$ cat src/rtl/bcd_pkg.sv
`default_nettype none
// ============================================================================
// Module  : bcd_pkg
// Brief   : Shared state encoding and digit helpers for bin_to_bcd_hs.
// Revision: 1.0 - initial release
// ============================================================================
package bcd_pkg;

  localparam logic [2:0] c_IDLE    = 3'd0;
  localparam logic [2:0] c_ABS     = 3'd1;
  localparam logic [2:0] c_CONVERT = 3'd2;
  localparam logic [2:0] c_COUNT   = 3'd3;
  localparam logic [2:0] c_DONE    = 3'd4;

  function automatic logic [3:0] bcd_adj3(input logic [3:0] digit);
    return (digit > 4'd4) ? digit + 4'd3 : digit;
  endfunction

  function automatic int digits_width(input int d);
    return $clog2(d + 1);
  endfunction

endpackage
`default_nettype wire

$ cat src/rtl/bcd_shift_stage.sv
`default_nettype none
// ============================================================================
// Module  : bcd_shift_stage
// Brief   : One double-dabble step: add-3 on every digit, then 1-bit shift.
// Revision: 1.0 - initial release
// ============================================================================
module bcd_shift_stage
  import bcd_pkg::*;
#(
  parameter int INPUT_WIDTH    = 24,
  parameter int DECIMAL_DIGITS = 8
) (
  input  logic [DECIMAL_DIGITS*4-1:0] i_bcd,
  input  logic [INPUT_WIDTH-1:0]      i_mag,
  output logic [DECIMAL_DIGITS*4-1:0] o_bcd,
  output logic [INPUT_WIDTH-1:0]      o_mag,
  output logic                        o_carry
);

  logic [DECIMAL_DIGITS*4-1:0] w_adj;

  for (genvar g = 0; g < DECIMAL_DIGITS; g++) begin : g_adj
    assign w_adj[g*4 +: 4] = bcd_adj3(i_bcd[g*4 +: 4]);
  end

  // The bit leaving the top digit is the 10^DECIMAL_DIGITS overflow indicator.
  assign {o_carry, o_bcd, o_mag} = {w_adj, i_mag, 1'b0};

endmodule
`default_nettype wire

$ cat src/rtl/bin_to_bcd_hs.sv
`default_nettype none
// ============================================================================
// Module  : bin_to_bcd_hs
// Brief   : Handshaked signed/unsigned binary-to-BCD converter with digit count.
// Revision: 1.0 - initial release
// ============================================================================
module bin_to_bcd_hs
  import bcd_pkg::*;
#(
  parameter int INPUT_WIDTH    = 24,
  parameter int DECIMAL_DIGITS = 8,
  parameter int SIGNED_MODE    = 1
) (
  input  logic                                    CLK,
  input  logic                                    RST_N,
  input  logic [INPUT_WIDTH-1:0]                  i_bin,
  input  logic                                    i_valid,
  output logic                                    o_ready,
  output logic [DECIMAL_DIGITS*4-1:0]             o_bcd,
  output logic                                    o_sign,
  output logic                                    o_ovf,
  output logic [digits_width(DECIMAL_DIGITS)-1:0] o_ndigits,
  output logic                                    o_valid,
  input  logic                                    i_ready
);

  localparam int c_ND_W  = digits_width(DECIMAL_DIGITS);
  localparam int c_CNT_W = $clog2(INPUT_WIDTH + 1);
  localparam logic [c_CNT_W-1:0] c_CNT_LAST = c_CNT_W'(INPUT_WIDTH - 1);
  localparam logic [c_ND_W-1:0]  c_DIG_TOP  = c_ND_W'(DECIMAL_DIGITS - 1);
  localparam logic [c_ND_W-1:0]  c_DIG_ALL  = c_ND_W'(DECIMAL_DIGITS);

  logic [2:0]                  r_state;
  logic [INPUT_WIDTH-1:0]      r_mag;
  logic [DECIMAL_DIGITS*4-1:0] r_bcd;
  logic                        r_sign;
  logic                        r_ovf;
  logic [c_CNT_W-1:0]          r_cnt;
  logic [c_ND_W-1:0]           r_dig;
  logic                        r_found;
  logic [c_ND_W-1:0]           r_ndigits;
  logic                        r_valid;

  logic [DECIMAL_DIGITS*4-1:0] w_bcd_nxt;
  logic [INPUT_WIDTH-1:0]      w_mag_nxt;
  logic                        w_carry;
  logic                        w_neg;
  logic [3:0]                  w_digit;

  bcd_shift_stage #(
    .INPUT_WIDTH    (INPUT_WIDTH),
    .DECIMAL_DIGITS (DECIMAL_DIGITS)
  ) u_stage (
    .i_bcd   (r_bcd),
    .i_mag   (r_mag),
    .o_bcd   (w_bcd_nxt),
    .o_mag   (w_mag_nxt),
    .o_carry (w_carry)
  );

  assign w_neg   = (SIGNED_MODE != 0) && r_mag[INPUT_WIDTH-1];
  assign w_digit = r_bcd[r_dig*4 +: 4];

  assign o_ready   = (r_state == c_IDLE) && RST_N;
  assign o_bcd     = r_bcd;
  assign o_sign    = r_sign;
  assign o_ovf     = r_ovf;
  assign o_ndigits = r_ndigits;
  assign o_valid   = r_valid;

  always_ff @(posedge CLK or negedge RST_N) begin
    if (!RST_N) begin
      r_state   <= c_IDLE;
      r_mag     <= '0;
      r_bcd     <= '0;
      r_sign    <= 1'b0;
      r_ovf     <= 1'b0;
      r_cnt     <= '0;
      r_dig     <= '0;
      r_found   <= 1'b0;
      r_ndigits <= '0;
      r_valid   <= 1'b0;
    end else begin
      case (r_state)
        c_IDLE: begin
          if (i_valid) begin
            r_mag   <= i_bin;
            r_bcd   <= '0;
            r_ovf   <= 1'b0;
            r_sign  <= 1'b0;
            r_state <= c_ABS;
          end
        end
        c_ABS: begin
          // Negating the most-negative value wraps back to 2^(W-1), which is
          // exactly the right unsigned magnitude.
          r_sign  <= w_neg;
          r_mag   <= w_neg ? (~r_mag + 1'b1) : r_mag;
          r_cnt   <= '0;
          r_state <= c_CONVERT;
        end
        c_CONVERT: begin
          r_bcd <= w_bcd_nxt;
          r_mag <= w_mag_nxt;
          r_ovf <= r_ovf | w_carry;
          r_cnt <= r_cnt + 1'b1;
          if (r_cnt == c_CNT_LAST) begin
            r_dig     <= c_DIG_TOP;
            r_found   <= 1'b0;
            r_ndigits <= c_ND_W'(1);
            r_state   <= c_COUNT;
          end
        end
        c_COUNT: begin
          if (!r_found && (w_digit != 4'd0)) begin
            r_found   <= 1'b1;
            r_ndigits <= r_dig + 1'b1;
          end
          if (r_dig == '0) begin
            // Later assignments override the scan result on the final step.
            if (r_ovf) r_ndigits <= c_DIG_ALL;
            if (!r_ovf && !r_found && (w_digit == 4'd0)) r_sign <= 1'b0;
            r_valid <= 1'b1;
            r_state <= c_DONE;
          end else begin
            r_dig <= r_dig - 1'b1;
          end
        end
        c_DONE: begin
          if (i_ready) begin
            r_valid <= 1'b0;
            r_state <= c_IDLE;
          end
        end
        default: r_state <= c_IDLE;
      endcase
    end
  end

endmodule
`default_nettype wire

$ cat config.mk
export PLATFORM = sky130hd
export DESIGN_NAME = bin_to_bcd_hs
export DESIGN_NICKNAME = d
export VERILOG_FILES = /design/src/rtl/bcd_pkg.sv /design/src/rtl/bcd_shift_stage.sv /design/src/rtl/bin_to_bcd_hs.sv
export SDC_FILE = /design/constraint.sdc
export NUM_CORES = 1
export LEC_CHECK = 0
export BUFFER_PORTS_ARGS = -buffer_cell sky130_fd_sc_hd__buf_2
export CORE_ASPECT_RATIO = 0.75
export CORE_MARGIN = 3
export CORE_UTILIZATION = 43
export DETAILED_ROUTE_END_ITERATION = 6
export GPL_TIMING_DRIVEN = 0
export MAX_ROUTING_LAYER = met4
export SETUP_SLACK_MARGIN = 0.02
export SLEW_MARGIN = 20
export SYNTH_ARGS = -nofsm -noshare
export SYNTH_HDL_FRONTEND = slang
export SYNTH_HIERARCHICAL = 1
export SYNTH_SLANG_ARGS = --single-unit
$ cat constraint.sdc
create_clock -name CLK -period 7.8 [get_ports CLK]
set_input_delay 1.56 -clock CLK [delete_from_list [all_inputs] [get_ports CLK]]
set_output_delay 1.56 -clock CLK [all_outputs]
set_load 0.02 [all_outputs]
# Word level (Yosys, flattened, before mapping)
# Cells that the tools add are included.
# op_classes
add_sub_neg	12
order_cmp	8
n_eq_ne	13
shifts	1
muxes	38
n_bitwise	2
reduce_logical	25
# ops
cell	n
24-bit one-hot mux with 3 select lines	1
32-bit one-hot mux with 2 select lines	1
4-bit 2-to-1 mux	14
24-bit 2-to-1 mux	2
4-bit by 2-bit adder with 4-bit output (second input constant)	8
4-bit by 3-bit > comparator with 1-bit output (second input constant)	8
32-bit 2-to-1 mux	1
32-bit by 7-bit variable part select with 4-bit output	1
24-bit by 1-bit adder with 24-bit output (second input constant)	1
24-bit NOT	1
2-bit != test (second input constant)	8
4-bit one-hot mux with 2 select lines	2
3-bit one-hot mux with 5 select lines	1
3-bit 2-to-1 mux	4
3-bit AND reduction	4
5-bit one-hot mux with 2 select lines	1
4-bit zero test	2
4-bit AND reduction	2
2-bit nonzero test	4
1-bit 2-to-1 mux	7
3-bit by 2-bit == test with 1-bit output (second input constant)	2
1-bit one-hot mux with 2 select lines	3
2-bit AND reduction	3
3-bit nonzero test	2
other kinds (12)	16
# word_totals
regBits	76
in_bits	28
output_inout_bits	40
wordCells	110

# Logic depth before layout (Yosys ltp)
# depth
ltp_word	7
depth_mapped	8
depth_no_buf	8

# Modules after synthesis
# Netlist, hierarchy kept.
# by_module_without_submodules
module	n_inst	cells_each	area_each_um2	seq_area_each_um2
bin_to_bcd_hs	1	420	3981.3	1901.8
bcd_shift_stage	1	142	1012.2	0.0

# Worst setup path before layout
# OpenSTA, ideal clock, no wires.
# synth_path
path_type	input -> output
from	in RST_N
to	out o_ready
t_arrival_ns	2.274
required_time_ns	6.240
setup_slack_ns	3.966
cell_stages	1
n_path_buf	0
cell_sequence	nor4b_1
# synth_via
elab_chain_cells	1
# synth_lines
item	line	source
start: declaration	bin_to_bcd_hs.sv:15	input logic RST_N,
1-bit logical AND	bin_to_bcd_hs.sv:64	assign o_ready = (r_state == c_IDLE) && RST_N;
end: declaration	bin_to_bcd_hs.sv:18	output logic o_ready,
# No other way between the ends.

# Worst setup path after layout
# Ends and elaborated chain as after synthesis.

==> impl_metrics.csv <==
group,metric,value,unit
grt,grt_overflow_total,0,
sta,slew_headroom,44.7,%
floorplanning,rows,33,
yosys,synth_ff_type,"dfrtp_1",
power_and_ir_drop,power.share.switching,44.2,%
routing,vias_per_cell,6.03,
power_and_ir_drop,max-vdd-ir-drop,0.000143,V
routing,dr.pass1.iters,5,
floorplanning,start_util,44.8,%
routing,post_drt_wl_per_cell,18.1,µm
power_and_ir_drop,power_leakage,2.84,nW
critical_path,r2r_setup_slack,4.94,ns
placement,place.gp.congestion,0.877,
clock_tree,h-tree-depth,3,
critical_path,slowest_delay,0.38,ns
final_layout,final_common_cell,"dfrtp_1",
sta,hold_viol_final,0,
sta,rsz0062_at_grt,"false",
clock_tree,cts_tree,"yes",
floorplanning,num_io_pins,68,
final_layout,nFillCells,1024,
power_and_ir_drop,comb_power_share,48.2,%
grt,grt_max_degree,47,
sta,setup_viol,0,
critical_path,r2r_cells,7,
routing,wl,14200,µm
critical_path,r2r_end,"r_mag[11]",
yosys,syn_area,4990,µm²
clock_tree,clk_latency,0.33,ns
routing,drc,0,
min_path,min_from,"r_cnt[4]",
power_and_ir_drop,p_switching,916,µW
critical_path,startpoint_type,"input port",
final_layout,finish.utilization,52.4,%
final_layout,num-nets-final,689,
critical_path,path_cells,"buf_4 -> buf_16 -> nor4b_1 -> buf_2",
critical_path,cpLargestDelayFamily,"buffers and inverters",
sta,drv_slew,0,
run,cap_violations,0,
routing,first_iter_violations,430,
final_layout,layout-area-overhead-vs-synth,17.0,%
power_and_ir_drop,clockPowerShare,20.7,%
floorplanning,core,11100,µm²
yosys,yosysSeqAreaShare,38.1,%
sta,fmax,230,MHz
yosys,syn-instance-count,562,
critical_path,critPathArrivalTime,2.80,ns
clock_tree,holdBufCountCts,0,
min_path,hold_class,"flip-flop to flip-flop",
power_and_ir_drop,p_per_area,354,nW/µm²
sta,worst_pin_slew,0.830,ns
sta,setup-tns-final,0,ns
critical_path,cp_slowest_cell,"buf_4",
yosys,async_flop_share,100,%
critical_path,crit_fanout,46,
placement,dpl.hpwl,10200,µm
clock_tree,post_cts_resized,0,
yosys,ys.warnings.count,6,
critical_path,worst-setup-path-type,"input port to output pin",
floorplanning,die_area,13000,µm²
clock_tree,cts_buffer_depth,2,
yosys,synth_seq_cells,76,
sta,whs,0.497,ns
status,run_status,"complete, no violations",
grt,grt_use_total,23.2,%
final_layout,n_antenna_cell,0,
clock_tree,clock-sinks,76,
grt,grt_pass1_wl,23300,µm
critical_path,worst-path-buf-inv,3,
yosys,yosysUniqueCellTypes,57,
clock_tree,post-cts-setup-buffers,0,
grt,grt_pass1_vias,4397,
sta,finalClockSkew,0.00345,ns
sta,fin_crit_sh,55.8,%
power_and_ir_drop,p_int,1.15,mW
yosys,synth_area_per_cell,8.89,µm²
routing,final_antenna_net_count,0,
critical_path,endpoint_kind,"output pin",
min_path,holdPathEnd,"r_cnt[4]",
routing,vias,4737,
clock_tree,path_clk_slew,0.06,ns
yosys,syn-num-nets,610,
final_layout,drive_above_1_share,20.0,%
yosys,synth_edf_count,0,
critical_path,r2r_start,"r_state[0]",
critical_path,worstPathRequired,6.24,ns
final_layout,final_cell_mix,"dfrtp_1, buf_2, o21ai_0",
power_and_ir_drop,seq_power_share,31.2,%
floorplanning,fp.dieW,130,µm
grt,antenna_found_initial,0,
power_and_ir_drop,power,2.07,mW
clock_tree,root_buffer,"clkbuf_16",
min_path,hold-path-cell-count,1,
clock_tree,cts_buffers,9,
placement,io_buffers,67,
floorplanning,die_y,99.3,µm
sta,period_needed,4.36,ns
-- synthesized netlist by cell type (2+ instances only) --
cell	number	area, µm²
a21oi_2	8	70.1
o22ai_1	6	37.5
nor4_1	11	68.8
a211oi_1	4	30.0
nand2_1	26	97.6
a31oi_1	5	31.3
a221oi_1	6	52.6
o32a_1	2	20.0
o21ai_1	12	60.1
nor3_1	30	150
a22oi_1	4	30.0
a21o_1	9	67.6
nand2b_1	6	37.5
buf_1	5	18.8
nand4_1	6	37.5
ha_1	20	250
o21ai_0	48	240
or3_4	2	22.5
inv_1	40	150
a21oi_1	22	110
and3_1	6	37.5
buf_4	25	188
nor4b_1	3	26.3
nor2b_1	6	37.5
nand3_1	16	80.1
clkbuf_1	18	67.6
a222oi_1	10	100
a2bb2oi_1	3	26.3
o211ai_1	2	15.0
xnor2_1	9	78.8
o21bai_1	4	30.0
nor2_1	32	120
o41ai_1	2	17.5
a22o_1	46	403
dfrtp_1	76	1900
or3_1	3	18.8
mux2i_1	9	90.1
-- worst register-to-register path, cell delays in order (launching register included) --
cell and delay, ns:
dfrtp_1 0.33, clkbuf_1 0.38, or2_2 0.24, nor2_1 0.15, a21oi_1 0.69, clkbuf_1 0.58, a221oi_1 0.16, o22ai_1 0.24
-- layer usage --
metal	vias up	part of all wire [%]	track usage (%)
met5	-	0	-
met2	192	41	30.4
met1	2288	51	36.7
met4	0	1.1	4.98
li1	2246	-	-
met3	11	7.0	4.51
-- power groups by stage --
stage	logic [mW]	clock network (mW)	registers [mW]
after floorplan	0.690	0	0.635
after global placement	0.966	0	0.640
after detailed placement	0.984	0	0.645
after CTS	0.988	0.434	0.641
after global routing	1.10	0.453	0.665
final	0.997	0.428	0.645
-- cell type report --
| type | instances | area (µm²) | area share (%) |
|---|---|---|---|
| multi-input cells | 396 | 2660 | 45.4 |
| flip-flops and latches | 76 | 1900 | 32.6 |
| repair buffers | 68 | 365 | 6.25 |
| plain buffers | 49 | 288 | 4.93 |
| clock buffers | 11 | 253 | 4.33 |
| well taps | 140 | 175 | 3.00 |
| inverters | 41 | 154 | 2.63 |
| clock inverters | 5 | 50.0 | 0.857 |
-- how the worst max path moves through the flow --
| stage | depth (start not counted) | from | endpoint | slack, ns |
|---|---|---|---|---|
| after floorplan | 1 | RST_N | o_ready | 3.97 |
| final | 4 | RST_N | o_ready | 3.44 |
| after detailed placement | 4 | RST_N | o_ready | 3.39 |
| after global routing | 4 | RST_N | o_ready | 3.27 |
| after global placement | 3 | RST_N | o_ready | 2.63 |
| after CTS | 4 | RST_N | o_ready | 3.38 |
-- per-stage QoR --
step                      std cells  instance area [µm²]  setup WS (ns)
final                           786                 5840           3.44
after global routing            786                 5840           3.27
after global placement          769                 5500           2.63
after floorplan                 562                 4990           3.97
after CTS                       786                 5840           3.38
after detailed placement        770                 5540           3.39
-- cell families after synthesis --
| family | after synthesis | synth area share [%] |
|---|---|---|
| xor gates and xnor gates | 10 | 1.75 |
| and+or+nand+nor | 157 | 16.5 |
| other | 1 | 0.0751 |
| buffers and inverters | 90 | 8.84 |
| muxes | 9 | 1.80 |
| DFF | 76 | 38.1 |
| AOI/OAI and AO/OA | 199 | 27.9 |
| adders and majority gates | 20 | 5.01 |
-- flip-flops by register name, summed over array words and instances, names as in the netlist --
name	flops
o_valid	1
o_ovf	1
r_mag	24
r_state	3
o_sign	1
o_ndigits	4
r_cnt	5
r_found	1
o_bcd	32
r_dig	4
Power figures use the tool's default switching activity.
